--- src/rtl/booth_mult_if.sv ---
// Handshake/operand bundle between the Booth multiplier and its requester / Booth CU.
interface booth_mult_if #(
  parameter int unsigned WIDTH = 32
);
  logic                 start;
  logic [WIDTH-1:0]     multiplicand;
  logic [WIDTH-1:0]     multiplier;
  logic [1:0]           booth_op;
  logic                 lsb;
  logic                 L;
  logic                 busy;
  logic                 done;
  logic [2*WIDTH-1:0]   product;

  modport master (
    output start, multiplicand, multiplier, booth_op,
    input  lsb, L, busy, done, product
  );

  modport slave (
    input  start, multiplicand, multiplier, booth_op,
    output lsb, L, busy, done, product
  );
endinterface

--- src/rtl/booth_mult_seq.sv ---
// Sequential radix-2 Booth multiplier, one add/sub + arithmetic shift per clock.
// Optional BOOTH_INTERNAL_DECODE_EN decodes the op from {Q[0], L} and ignores booth_op.
module booth_mult_seq #(
  parameter int unsigned WIDTH = 32
) (
  input logic         clk,
  input logic         rst_n,
  booth_mult_if.slave bus
);
  localparam int unsigned CW = $clog2(WIDTH + 1);

  typedef enum logic [1:0] {StIdle, StRun, StDone} state_e;

  state_e               state_q, state_d;
  logic [WIDTH:0]       a_q, a_d;
  logic [WIDTH-1:0]     q_q, q_d;
  logic [WIDTH-1:0]     m_q, m_d;
  logic                 l_q, l_d;
  logic [CW-1:0]        count_q, count_d;
  logic [2*WIDTH-1:0]   product_q, product_d;

  logic [1:0]           op;
  logic [WIDTH:0]       m_ext;
  logic [WIDTH:0]       a_sum;

`ifdef BOOTH_INTERNAL_DECODE_EN
  logic unused_booth_op;
  assign op              = {q_q[0], l_q};
  assign unused_booth_op = ^bus.booth_op;
`else
  assign op = bus.booth_op;
`endif

  // A is one bit wider than M so that subtracting the most negative M cannot overflow.
  assign m_ext = {m_q[WIDTH-1], m_q};

  always_comb begin
    a_sum = a_q;
    case (op)
      2'b01:   a_sum = a_q + m_ext;
      2'b10:   a_sum = a_q - m_ext;
      default: a_sum = a_q;
    endcase
  end

  always_comb begin
    state_d   = state_q;
    a_d       = a_q;
    q_d       = q_q;
    l_d       = l_q;
    m_d       = m_q;
    count_d   = count_q;
    product_d = product_q;
    unique case (state_q)
      StIdle, StDone: begin
        if (bus.start) begin
          a_d     = '0;
          q_d     = bus.multiplier;
          l_d     = 1'b0;
          m_d     = bus.multiplicand;
          count_d = CW'(WIDTH);
          state_d = StRun;
        end else begin
          state_d = StIdle;
        end
      end
      StRun: begin
        a_d     = {a_sum[WIDTH], a_sum[WIDTH:1]};
        q_d     = {a_sum[0], q_q[WIDTH-1:1]};
        l_d     = q_q[0];
        count_d = count_q - CW'(1);
        if (count_q == CW'(1)) begin
          product_d = {a_d[WIDTH-1:0], q_d};
          state_d   = StDone;
        end
      end
      default: state_d = StIdle;
    endcase
  end

  always_ff @(posedge clk or negedge rst_n) begin
    if (!rst_n) begin
      state_q   <= StIdle;
      a_q       <= '0;
      q_q       <= '0;
      l_q       <= 1'b0;
      m_q       <= '0;
      count_q   <= '0;
      product_q <= '0;
    end else begin
      state_q   <= state_d;
      a_q       <= a_d;
      q_q       <= q_d;
      l_q       <= l_d;
      m_q       <= m_d;
      count_q   <= count_d;
      product_q <= product_d;
    end
  end

  assign bus.lsb     = q_q[0];
  assign bus.L       = l_q;
  assign bus.busy    = (state_q == StRun);
  assign bus.done    = (state_q == StDone);
  assign bus.product = product_q;
endmodule

--- src/flat_wrapper.sv ---
// flat-port wrapper written by rule: the top's interface ports become plain ports
module booth_mult_seq_flat 
#(
  parameter int unsigned WIDTH = 32
)
  (clk, rst_n, bus_start, bus_multiplicand, bus_multiplier, bus_booth_op, bus_lsb, bus_L, bus_busy, bus_done, bus_product);
  booth_mult_if #(.WIDTH(WIDTH)) bus_i ();
  input logic clk;
  input logic rst_n;
  input wire logic [$bits(bus_i.start)-1:0] bus_start;
  input wire logic [$bits(bus_i.multiplicand)-1:0] bus_multiplicand;
  input wire logic [$bits(bus_i.multiplier)-1:0] bus_multiplier;
  input wire logic [$bits(bus_i.booth_op)-1:0] bus_booth_op;
  output wire logic [$bits(bus_i.lsb)-1:0] bus_lsb;
  output wire logic [$bits(bus_i.L)-1:0] bus_L;
  output wire logic [$bits(bus_i.busy)-1:0] bus_busy;
  output wire logic [$bits(bus_i.done)-1:0] bus_done;
  output wire logic [$bits(bus_i.product)-1:0] bus_product;
  assign bus_i.start = bus_start;
  assign bus_i.multiplicand = bus_multiplicand;
  assign bus_i.multiplier = bus_multiplier;
  assign bus_i.booth_op = bus_booth_op;
  assign bus_lsb = bus_i.lsb;
  assign bus_L = bus_i.L;
  assign bus_busy = bus_i.busy;
  assign bus_done = bus_i.done;
  assign bus_product = bus_i.product;
  booth_mult_seq #(.WIDTH(WIDTH)) u_core (.clk(clk), .rst_n(rst_n), .bus(bus_i));
endmodule
--- config.mk ---
export PLATFORM = sky130hd
export DESIGN_NAME = booth_mult_seq_flat
export DESIGN_NICKNAME = d
export VERILOG_FILES = /design/src/rtl/booth_mult_if.sv /design/src/rtl/booth_mult_seq.sv /design/src/flat_wrapper.sv
export SDC_FILE = /design/constraint.sdc
export NUM_CORES = 1
export LEC_CHECK = 0
export BUFFER_PORTS_ARGS = -buffer_cell sky130_fd_sc_hd__buf_2
export CAP_MARGIN = 10
export CORE_ASPECT_RATIO = 1.1
export CORE_UTILIZATION = 50
export CTS_CLUSTER_DIAMETER = 200
export CTS_CLUSTER_SIZE = 14
export DETAILED_ROUTE_END_ITERATION = 8
export PLACE_DENSITY = 0.83
export SLEW_MARGIN = 0
export SYNTH_ARGS = -nofsm -noshare
export SYNTH_HDL_FRONTEND = slang
export SYNTH_SLANG_ARGS = --single-unit
--- constraint.sdc ---
create_clock -name clk -period 6.25 [get_ports clk]
set_input_delay 0 -clock clk [delete_from_list [all_inputs] [get_ports clk]]
set_output_delay 0 -clock clk [all_outputs]
set_load 0.1 [all_outputs]
== After elaboration in Yosys (flattened, before gate mapping) ==
Index checks and enable logic that the tools add are counted.

* Bits in registers: 170
* Input bits: 69
* Output and inout bits: 68
* Word-level logic and storage cells: 35

* Add/sub/neg operators: 3
* Eq/ne operators: 7
* Mux-type cells: 12
* Reductions and logical operators: 6

{| class="wikitable"
|+ Operator list
! kind !! number
|-
| 33-bit case mux with 2 select lines || 2
|-
| 32-bit case mux with 2 select lines || 1
|-
| 33-bit adder || 1
|-
| 33-bit two-way mux || 1
|-
| 33-bit subtractor || 1
|-
| 32-bit two-way mux || 1
|-
| 6-bit case mux with 2 select lines || 1
|-
| 6-bit by 1-bit equality test with 1-bit output (second input constant) || 1
|-
| 6-bit two-way mux || 1
|-
| 2-bit AND reduction || 3
|-
| 6-bit by 1-bit subtractor with 6-bit output (second input constant) || 1
|-
| 2-bit by 1-bit equality test with 1-bit output (second input constant) || 2
|-
| 2-bit equality test (second input constant) || 2
|-
| 2-bit case mux with 2 select lines || 1
|-
| 2-bit logical NOT || 1
|-
| 1-bit two-way mux || 2
|-
| 2-bit two-way mux || 1
|-
| 2-bit by 1-bit inequality test with 1-bit output (second input constant) || 1
|-
| 2-bit inequality test (second input constant) || 1
|-
| 1-bit case mux with 2 select lines || 1
|-
| 2-bit nonzero test || 1
|-
| 2-bit OR reduction || 1
|}

== Logic depth before layout (Yosys ltp) ==
* Depth after elaboration: 4
* Mapped depth: 20
* Gate-level depth less buffers: 19

== Worst setup path after synthesis ==
No wires, ideal clock.

* Kind: register to register
* Start: register u_core.m_q[13]
* End: register u_core.product_q[63] (netlist: u_core.bus.product[63])
* Setup time: 131 ps
* Arrival time: 4,395 ps
* Path slack: 1,725 ps
* Cell stages (with the launch flop): 19
* Clock period less this slack: 4,525 ps
* Cell sequence: dfrtp_1 or4_4 or3_1 or3_1 nor4_1 nor2_1 xnor2_1 ha_1 clkbuf_1 nand2_1 a21oi_1 a221oi_1 o211ai_1 a211oi_1 o31a_1 o21ai_0 mux2i_4 xor2_1 o21ai_1

* Cells in the longest elaborated chain, start to end: 2

{| class="wikitable"
|+ RTL lines
! what !! RTL line !! text
|-
| start, declared || booth_mult_seq.sv:17 || <nowiki>logic [WIDTH-1:0] m_q, m_d;</nowiki>
|-
| start signal, assigned || booth_mult_seq.sv:95 || <nowiki>m_q <= m_d;</nowiki>
|-
| 33-bit subtractor or 33-bit adder (tied branches) || booth_mult_seq.sv:41, booth_mult_seq.sv:40 ||
|-
| 33-bit case mux with 2 select lines * || booth_mult_seq.sv:39 || <nowiki>case (op)</nowiki>
|-
| end signal, assigned || booth_mult_seq.sv:97 || <nowiki>product_q <= product_d;</nowiki>
|-
| end, declared || booth_mult_seq.sv:20 || <nowiki>logic [2*WIDTH-1:0] product_q, product_d;</nowiki>
|}

Mark *: on every way between the ends. The rest lies on a longest branch, timed or not.
A chain may end at the register's enable or synchronous reset.

== Worst setup path after layout ==
* Start: register u_core.m_q[13]
* End: register u_core.a_q[31]

* Cells in the longest elaborated chain, start to end: 3

{| class="wikitable"
|+ RTL lines
! what !! RTL line !! text
|-
| 33-bit subtractor or 33-bit adder (tied branches) || booth_mult_seq.sv:41, booth_mult_seq.sv:40 ||
|-
| 33-bit case mux with 2 select lines * || booth_mult_seq.sv:39 ||
|-
| 33-bit case mux with 2 select lines * || booth_mult_seq.sv:54 || <nowiki>unique case (state_q)</nowiki>
|-
| end signal, assigned || booth_mult_seq.sv:84 || <nowiki>a_q <= '0;</nowiki>
|-
| end signal, assigned || booth_mult_seq.sv:92 || <nowiki>a_q <= a_d;</nowiki>
|-
| end, declared || booth_mult_seq.sv:15 || <nowiki>logic [WIDTH:0] a_q, a_d;</nowiki>
|}

Marked as above.

==> impl_metrics.toml <==
[outcome]
status = "finished, final reports clean"

[logic_synthesis]
syn_area_per_cell_um2 = 8.582
ys_seq_elements = 169
synth.cell_area_mm2 = 0.008994
synth-xor-area-share_pct = 5.648
synth_cell_types = 55
synth_top_family_by_area = "simple AND/OR/NAND/NOR gates"
ys_warn_count = 0
ys_seq_area_share_pct = 47.02
netlist_instances = 1048
synth_fa_ha_area_share_pct = 5.231
synth.area.mux_share_pct = 1.934
synth-simple-area-share_pct = 20.51
synth_compound_area_share_pct = 16.49
synth_edf_count = 0
syn_nets = 1154
synth_top_flop_cell = "dfrtp_1"
synthArstFlopShare_pct = 100.0

[detailed_routing]
via_per_inst = 5.529
wl_per_cell_um = 15.96
firstDrtPassIters = 7
met3_length_mm = 1.409
drc = 0
ant_nets = 0
top_layer_used = "met4"
drt_wl_total_mm = 23.49
met2WireLength_mm = 11.67
wl_met1_mm = 9.901
num_vias = 8138
initialDrtViolationCount = 627

[floorplanning]
die_y_um = 142.7
ios = 137
rows = 51
initial_utilization_pct = 50.88
die_w_um = 129.9
coreArea_mm2 = 0.01768
dieArea_mm2 = 0.01853

[worst_setup_path]
required_ns = 6.57
r2r.worst_path.cells = 17
path_buf_inv = 0
startpoint_type = "flip-flop"
rr_startpoint = "u_core.m_q[13]"
arrival_ns = 5.48
critical_path_class = "reg2reg"
slowest_stage = "nor4_1"
path_cells = "or4_4 > or3_1 > or3_1 > nor4_1 > nor2_1 > xnor2_1 > ha_1 > nand2_1 > a21oi_1 > a221oi_1 > o211ai_1 > a211oi_1 > o31a_1 > o21ai_0 > mux2i_4 > o211ai_1 > o31ai_1"
path_delay_family = "simple AND/OR/NAND/NOR gates"
r2r_slack_ns = 1.09
end_kind = "flip-flop"
rr_endpoint = "u_core.a_q[31]"
crit_fanout = 9
max_stage_delay_ns = 0.66

[layout]
layout-drive-gt1-share_pct = 16.13
finalNonFillerCells = 1472
regArea_mm2 = 0.004229
final_cell_mix = "nand2_1, dfrtp_1, buf_2"
fillers = 1460
final_common_cell = "nand2_1"
nets = 1327
area_growth_pct = 23.47
multi_input_area_mm2 = 0.004502
fin_area_mm2 = 0.01110
diodes = 0

[clock_tree]
cts_root_buf = "clkbuf_16"
cts_resized = 0
cts_tree = "built"
cts.sinks = 169
clock_latency_ns = 0.45
clkTransAtPathRegs_ns = 0.08
cts_buffer_depth = 2
htreeDepth = 4
cts_buffers = 17

[placement]
dp.cells = 1375
io_buffer_count = 136
post_dp_cell_area_mm2 = 0.009854
dp_hpwl_mm = 15.26
gp_congestion = 0.8826
place_ws_ns = 1.152

[worst_hold_path]
hold_path_depth = 5
hold_path_end = "u_core.q_q[29]"
hold_path.startpoint = "bus_start"
hold_class = "in2reg"

[global_routing]
grt_pass1_vias = 8151
grt_max_degree = 104
antenna_found_initial = 0
track_usage_pct = 26.92
grt_first_pass_wirelength_mm = 38.81
grt_overflow = 0

[sta]
worst_pin_slew_ns = 0.9556
slew_headroom_pct = 36.30
post-route-min-period_ns = 5.159
finalClockSkew_ns = 0.01371
timing.fmax_ghz = 0.1938
grt_setup_unrepaired = "false"
tns_ns = 0
final.period_utilization_pct = 82.54
hold_viol_final = 0
report.final.slew_viol_count = 0
setup_viol = 0
finalWorstSetupSlack_ns = 1.091

[flow_run]
drv_cap = 0
==> cells in the mapped netlist, types with 3 or more instances <==
| library cell | count | area [µm²] |
|---|---|---|
| mux2i_1 | 5 | 50.05 |
| nor3b_1 | 3 | 22.52 |
| o21a_1 | 5 | 37.54 |
| a21o_1 | 7 | 52.55 |
| or3_1 | 4 | 25.02 |
| nand3_1 | 13 | 65.06 |
| a22oi_1 | 32 | 240.2 |
| nor4_1 | 4 | 25.02 |
| nor2_1 | 56 | 210.2 |
| a31o_2 | 3 | 26.28 |
| mux2_2 | 9 | 101.4 |
| ha_1 | 36 | 450.4 |
| a211oi_1 | 4 | 30.03 |
| nor2b_1 | 10 | 62.56 |
| o21ai_0 | 84 | 420.4 |
| o21bai_1 | 4 | 30.03 |
| nand2b_1 | 7 | 43.79 |
| nor3_1 | 12 | 60.06 |
| inv_1 | 20 | 75.07 |
| o211ai_1 | 5 | 37.54 |
| xnor2_1 | 45 | 394.1 |
| nand4_1 | 7 | 43.79 |
| nand2_1 | 318 | 1194 |
| dfrtp_1 | 169 | 4229 |
| clkbuf_1 | 50 | 187.7 |
| a21boi_0 | 3 | 22.52 |
| a22o_1 | 8 | 70.07 |
| a21oi_1 | 73 | 365.4 |
| xor2_1 | 13 | 113.9 |
| buf_1 | 5 | 18.77 |
==> what timing repair did <==
action	in CTS	in global routing
hold buffers	65	0
setup buffers	0	0
hold endpoints to repair	166	0
==> per-stage QoR <==
step | hold slack [ns] | utilization (%)
5_1_grt | 0.2486 | 62.82
3_3_place_gp | 0.1763 | 55.75
4_1_cts | 0.1711 | 62.82
6_report | 0.1844 | 62.82
3_5_place_dp | 0.1760 | 55.75
2_1_floorplan | -0.2956 | -
==> how the worst max path moves through the flow <==
stage,from,to,slack (ns),cells after the start
3_3_place_gp,u_core.m_q[13],u_core.a_q[31],1.29,17
2_1_floorplan,u_core.m_q[13],u_core.bus.product[63],1.72,18
3_5_place_dp,u_core.m_q[13],u_core.a_q[31],1.15,17
5_1_grt,u_core.m_q[13],u_core.a_q[31],0.61,17
4_1_cts,u_core.m_q[13],u_core.a_q[31],1.13,17
6_report,u_core.m_q[13],u_core.a_q[31],1.09,17
==> state kept, by name, summed over array words and instances (netlist names) <==
name	cells
u_core.q_q	32
u_core.count_q	6
u_core.state_q	2
u_core.m_q	32
u_core.bus.L	1
u_core.a_q	32
u_core.bus.product	64
==> worst reg2reg max path: cells and delay by family, from the launching register on <==
family / cells / cell delay (ns)
muxes: 1 / 0.24
DFF: 1 / 0.42
AOI/OAI and AO/OA: 8 / 1.68
and+or+nand+nor: 6 / 2.15
adders and majority gates: 1 / 0.41
xor gates and xnor gates: 1 / 0.16
==> logic make-up after synthesis <==
kind of cell	Yosys count
adder cells (fa/ha/maj)	37
buffers and inverters	76
AND/OR/NAND/NOR	446
AO/OA/AOI/OAI	247
multiplexers	15
XOR/XNOR	58
flip-flops	169
==> layer usage <==
metal  global-route usage [%]  vias to the layer above
li1                         -                     3915
met1                    32.65                     3901
met2                    46.61                      278
met3                    5.845                       44
met4                    10.10                        0
met5                        0                        -
==> final cells by class <==
cell class,instances,area share (%)
Multi-Input combinational cell,803,40.54
Sequential cell,169,38.08
Timing Repair Buffer,209,12.59
Clock buffer,17,3.831
Tap cell,238,2.682
Clock inverter,15,1.566
Inverter,21,0.7099
Power is left out: the tool's default activity adds up to more than one toggle a clock period on the data nets, which glitch-free logic cannot reach.
